## src/rtl/im_run_controller.sv

```systemverilog
// rtl/im_run_controller.sv - instruction-memory port owner and run sequencer for the 16-bit pipeline
// Host loader owns the IM port while IDLE/HALT; the IF stage owns it while RUN/DRAIN.
module im_run_controller #(
    parameter int DATA_WIDTH   = 16,
    parameter int ADDR_WIDTH   = 8,
    parameter int DRAIN_CYCLES = 4,
    parameter int CNT_WIDTH    = 16
) (
    input  logic                  clk,
    input  logic                  rst_n,
    input  logic                  host_valid_i,
    output logic                  host_ready_o,
    input  logic                  host_we_i,
    input  logic [ADDR_WIDTH-1:0] host_addr_i,
    input  logic [DATA_WIDTH-1:0] host_wdata_i,
    output logic [DATA_WIDTH-1:0] host_rdata_o,
    output logic                  host_rvalid_o,
    input  logic                  host_go_i,
    input  logic                  host_abort_i,
    input  logic                  stop_i,
    input  logic [ADDR_WIDTH-1:0] fetch_addr_i,
    input  logic                  fetch_rd_i,
    output logic [ADDR_WIDTH-1:0] im_addr_o,
    output logic                  im_rd_o,
    output logic                  im_wr_o,
    output logic [DATA_WIDTH-1:0] im_wdata_o,
    input  logic [DATA_WIDTH-1:0] im_rdata_i,
    output logic                  start_o,
    output logic                  pipe_rst_o,
    output logic [1:0]            state_o,
    output logic                  busy_o,
    output logic                  done_o,
    output logic [CNT_WIDTH-1:0]  cycle_cnt_o
);

    typedef enum logic [1:0] {
        S_IDLE  = 2'd0,
        S_RUN   = 2'd1,
        S_DRAIN = 2'd2,
        S_HALT  = 2'd3
    } state_t;

    localparam int DCW = (DRAIN_CYCLES > 1) ? $clog2(DRAIN_CYCLES) : 1;
    localparam logic [DCW-1:0] DRAIN_LAST = (DRAIN_CYCLES == 0) ? '0 : DCW'(DRAIN_CYCLES - 1);

    state_t                r_state;
    logic                  r_start;
    logic                  r_rvalid;
    logic [DATA_WIDTH-1:0] r_rdata;
    logic [CNT_WIDTH-1:0]  r_cnt;
    logic [DCW-1:0]        r_drain_cnt;

    logic w_host_side;
    logic w_host_rd;

    assign w_host_side = (r_state == S_IDLE) || (r_state == S_HALT);
    assign w_host_rd   = w_host_side & host_valid_i & ~host_we_i;

    always_ff @(posedge clk or negedge rst_n) begin
        if (!rst_n) begin
            r_state     <= S_IDLE;
            r_start     <= 1'b0;
            r_rvalid    <= 1'b0;
            r_rdata     <= '0;
            r_cnt       <= '0;
            r_drain_cnt <= '0;
        end else begin
            r_start  <= 1'b0;
            r_rvalid <= w_host_rd;
            if (w_host_rd) begin
                r_rdata <= im_rdata_i;
            end
            case (r_state)
                S_IDLE, S_HALT: begin
                    if (host_go_i) begin
                        r_state <= S_RUN;
                        r_start <= 1'b1;
                        r_cnt   <= '0;
                    end
                end
                S_RUN: begin
                    if (!(&r_cnt)) begin
                        r_cnt <= r_cnt + 1'b1;
                    end
                    // abort wins over a simultaneous stop and skips the drain
                    if (host_abort_i) begin
                        r_state <= S_HALT;
                    end else if (stop_i) begin
                        r_drain_cnt <= '0;
                        if (DRAIN_CYCLES == 0) begin
                            r_state <= S_HALT;
                        end else begin
                            r_state <= S_DRAIN;
                        end
                    end
                end
                S_DRAIN: begin
                    if (host_abort_i || (r_drain_cnt == DRAIN_LAST)) begin
                        r_state <= S_HALT;
                    end else begin
                        r_drain_cnt <= r_drain_cnt + 1'b1;
                    end
                end
                default: r_state <= S_IDLE;
            endcase
        end
    end

    always_comb begin
        im_addr_o  = fetch_addr_i;
        im_rd_o    = fetch_rd_i;
        im_wr_o    = 1'b0;
        im_wdata_o = host_wdata_i;
        if (w_host_side) begin
            im_addr_o = host_addr_i;
            im_rd_o   = host_valid_i & ~host_we_i;
            im_wr_o   = host_valid_i & host_we_i;
        end
    end

    assign state_o       = r_state;
    assign pipe_rst_o    = w_host_side;
    assign host_ready_o  = w_host_side;
    assign busy_o        = ~w_host_side;
    assign done_o        = (r_state == S_HALT);
    assign start_o       = r_start;
    assign host_rvalid_o = r_rvalid;
    assign host_rdata_o  = r_rdata;
    assign cycle_cnt_o   = r_cnt;

endmodule

```

## config.mk

```make
export PLATFORM = sky130hd
export DESIGN_NAME = im_run_controller
export DESIGN_NICKNAME = d
export VERILOG_FILES = /design/src/rtl/im_run_controller.sv
export SDC_FILE = /design/constraint.sdc
export NUM_CORES = 1
export LEC_CHECK = 0
export CAP_MARGIN = 30
export CORE_MARGIN = 1.5
export CORE_UTILIZATION = 25
export CTS_CLUSTER_DIAMETER = 150
export DETAILED_ROUTE_END_ITERATION = 8
export GPL_ROUTABILITY_DRIVEN = 0
export PLACE_DENSITY_LB_ADDON = 0.2
export SLEW_MARGIN = 20
export SYNTH_ARGS = -nofsm -noshare
export SYNTH_HDL_FRONTEND = slang
export SYNTH_SLANG_ARGS = --single-unit
export TNS_END_PERCENT = 1
```

## constraint.sdc

```tcl
create_clock -name clk -period 2.3 [get_ports clk]
set_clock_uncertainty 0.1 [all_clocks]
set_input_delay 0.69 -clock clk [delete_from_list [all_inputs] [get_ports clk]]
set_output_delay 0.69 -clock clk [all_outputs]
set_load 0.1 [all_outputs]
```

After elaboration in Yosys (flattened, before gate mapping) --
Cells that the tools add are included. Widths: inputs -> output; s select.
Storage, ports and cells: register bits after elaboration 38, input bits 56, output and inout port bits 66
Cells by class: add/subtract/negate cells 2, equal/unequal tests 11, muxes and demuxes 17, bitwise logic cells 6, reduce and logical (&&, ||, !) cells 10
Operators by type and width (count):
- $mux 16 | 2
- $pmux 16 s2 | 1
- $add 16x1->16 const B | 1
- $reduce_and 16->1 | 1
- $mux 2 | 7
- $ne 2x2->1 const B | 6
- $mux 8 | 1
- $eq 2x2->1 const B | 3
- $pmux 2 s3 | 1
- $reduce_and 3->1 | 2
- $and 1x1->1 | 4
- $mux 1 | 4
- $pmux 2 s2 | 1
- $reduce_and 4->1 | 1
- $reduce_bool 2->1 | 2
- $ne 3x3->1 const B | 1
- $add 2x1->2 const B | 1
- $eq 2x1->1 const B | 1
- $logic_not 2->1 | 1
- $logic_or 1x1->1 | 2
- $not 1->1 | 2
- $reduce_or 2->1 | 1

Logic depth before layout (Yosys ltp) --
depth after elaboration 4, mapped depth 8, gate-level depth less buffers 6

Least setup slack after synthesis --
Ideal clock, no wire load.
path kind flip-flop to output port, start reg r_state[0] (netlist: state_o[0]), end out im_rd_o, arrival time 3482 ps, setup slack -1972 ps, cell stages (with the launch flop) 6, buffers on the path 1, cells stage by stage dfrtp_1 -> inv_1 -> ha_1 -> buf_2 -> inv_1 -> a21o_1
Between the ends: cells in the longest elaborated chain, start to end 3, elaborated cells between the ends (all ways) 4, classes of those cells eq/ne (1); mux (1); reduce/logical (2)
Ends and longest elaborated chain:
- start: declaration | line 46 | state_t r_state;
- start signal: assignment | line 61 | r_state <= S_IDLE;
- start signal: assignment | line 76 | r_state <= S_RUN;
- start signal: assignment | line 87 | r_state <= S_HALT;
- $eq 2x2->1 / $logic_not 2->1 (equally long branches) | line 56 | assign w_host_side = (r_state == S_IDLE) || (r_state == S_HALT);
- $logic_or 1x1->1 * | line 56
- net host_ready_o | line 12 | output logic host_ready_o,
- $mux 1 * | line 114 | if (w_host_side) begin
- end: declaration | line 24 | output logic im_rd_o,
Mark *: on every way through the listed nets, which the timed path passes. The rest lies on a longest branch.

Final worst setup path --
start reg r_state[0] (netlist: state_o[0]), end out im_rd_o
Between the ends: cells in the longest elaborated chain, start to end 3, elaborated cells between the ends (all ways) 4, classes of those cells eq/ne (1); mux (1); reduce/logical (2)
Ends and longest elaborated chain (line):
- $eq 2x2->1 / $logic_not 2->1 (equally long branches) | 56
- $logic_or 1x1->1 * | 56
- $mux 1 * | 114
Every way passes the cells marked *; elsewhere a longest branch is shown, timed or not.

==> results.toml <==
[run_status]
status = "complete, but fails checks"
violations = "setup timing"

[global_routing]
antenna_found_initial = 0
grt-ovfl-total = 0
grt_usage_pct = 13.3
grt_pass1_vias = 2069
grt_max_degree = 21
grt_pass1_wl_um = 10300

[timing]
tns_ps = -1770
finalSetupViolCount = 13
rsz0062_at_grt = "true"
post-route-period-util_pct = 109
finalWorstSetupSlack_ps = -210
final_max_slew_viol_count = 0
fin_crit_ps = 2510
clock.fmax_mhz = 398
hold_viol = 0
relSlewSlack_pct = 67.2
tightest_slew_ps = 491

[die]
pin_count = 122
start_util_pct = 25.5
fp.dieH_um = 96.9
num_rows = 34
core-area_um2 = 8640
chipWidth_um = 96.9
die-area_um2 = 9400

[synth]
synth_top_cells_by_area = "dfrtp_1, nand2_1, buf_4"
yosysSeqAreaShare_pct = 43.1
synth.ff_latch_count = 38
syn_area_per_cell_um2 = 9.08
synth_area_leader_cell = "dfrtp_1"
synth_cell_type_count = 46
yosysWarnings = 0
async_flop_share_pct = 100
synth_edf_count = 0
syn-instance-count = 243
yosysTopAreaCellShare_pct = 43.1
syn_nets = 304
synth_top_flop_cell = "dfrtp_1"
netlist_area_um2 = 2210

[detailed_routing]
drcViolationCount = 0
dr.pass1.iters = 4
ant_nets = 0
viasPerCell = 4.59
wire_per_inst_um = 13.5
drt_iter0_drc = 64
wl_um = 5970
vias = 2030

[final_layout]
seq_area_um2 = 958
drive_gt1_share_pct = 32.6
fillers = 833
multi_input_area_um2 = 1130
final_common_cell = "nand2_1"
antenna_cells = 0
final_cell_mix = "nand2_1, clkdlybuf4s50_1, dfrtp_1"
layout.nets = 395
area_growth_pct = 69.6

[setup_path]
cpPeakStageDelay_ps = 490
endpoint_kind = "primary output"
cp.arrival_ps = 1720
crit_fanout = 6
cp-start-kind = "flip-flop"
critPathRequiredTime_ps = 1510
critPathKind = "flip-flop to primary output"
cpLargestDelayFamily = "flip-flops"
crit_chain = "inv_4, ha_4, buf_6, nand3b_1, clkinv_2, a21o_4, buf_12"
slowest_stage = "dfrtp_4"
critPathBufInv = 4
regToRegSetupSlack_ps = 60

[placed_design]
dp_hpwl_um = 4550
io_buffers = 89
pre_cts_slack_ps = -226

[clock_network]
cts_tree = "built"
clock_latency_ps = 290
numCtsBuffers = 5
cts_buffer_depth = 2
cts-root-buf = "clkbuf_8"
h-tree-depth = 2
cts_sinks = 38
cts.clk_slew.worst_paths_ps = 80
cts-hold-fix-buffers = 0

[flow_run]
cap_violations = 0

[min_path]
hp-class = "primary input to async pin"
-- cell type report --
type                       count  area share [%]
multi-input combinational    170            30.1
sequential                    38            25.6
clock inverter                 1           0.803
tap                          108            3.61
clock buffer                   6            2.21
inverter                       8            1.00
timing repair buffer         111            36.7
-- worst paths after layout --
path                                 start                to  cells after the start
max                             state_o[0]           im_rd_o                      7
min                                  rst_n   host_rdata_o[1]                      1
max reg2reg                     state_o[0]    cycle_cnt_o[9]                      8
min reg2reg                host_rdata_o[6]   host_rdata_o[6]                      2
max in group asynchronous            rst_n  host_rdata_o[10]                      2
min in group clk           host_rdata_o[6]   host_rdata_o[6]                      2
-- per-stage QoR --
stage	area (µm²)	instances	hold WS (ps)	util, %
2_1_floorplan	2240	243	294	-
3_3_place_gp	3520	431	358	40.8
3_5_place_dp	3520	431	364	40.8
4_1_cts	3700	441	266	42.8
5_1_grt	3740	442	272	43.3
6_report	3740	442	247	43.3
-- synthesized netlist by cell type, drive strengths merged, types with 2 or more instances --
library cell and n:
nand2 64, dfrtp 38, buf 24, a31oi 11, mux2 10, a21oi 7, inv 7, nand3 7
nor2 7, nor3 7, nand2b 6, nand4 6, ha 5, a21o 4, and2 4, o21ai 4
and4 3, clkbuf 3, mux2i 3, a221o 2, a2bb2oi 2, a41oi 2, and3 2, nand3b 2
nor4 2, o41ai 2
-- logic make-up after synthesis --
family	count (synthesis)	synth area share [%]
muxes	13	6.47
and+or+nand+nor	114	26.0
AOI/OAI and AO/OA	38	12.5
buffers and inverters	35	9.08
DFF	38	43.1
adders and majority gates	5	2.84
-- flip-flops by register name (all words and copies together) (netlist names) --
| signal | count |
|---|---|
| start_o | 1 |
| cycle_cnt_o | 16 |
| host_rvalid_o | 1 |
| r_drain_cnt | 2 |
| state_o | 2 |
| host_rdata_o | 16 |
-- routing by layer --
layer | vias up | GRT usage [%] | part of all wire (%)
li1 | 1016 | - | -
met1 | 950 | 17.3 | 46
met2 | 59 | 21.3 | 48
met3 | 5 | 3.61 | 5.1
met4 | 0 | 4.46 | 0.85
met5 | - | 0 | 0
-- repair_timing --
action,4_1_cts,5_1_grt
pin swaps,2,0
setup endpoints to repair,13,15
setup buffers,3,1
resized for setup,9,7
Power is left out: the tool's default activity adds up to more than one toggle a clock period on the data nets, which glitch-free logic cannot reach.
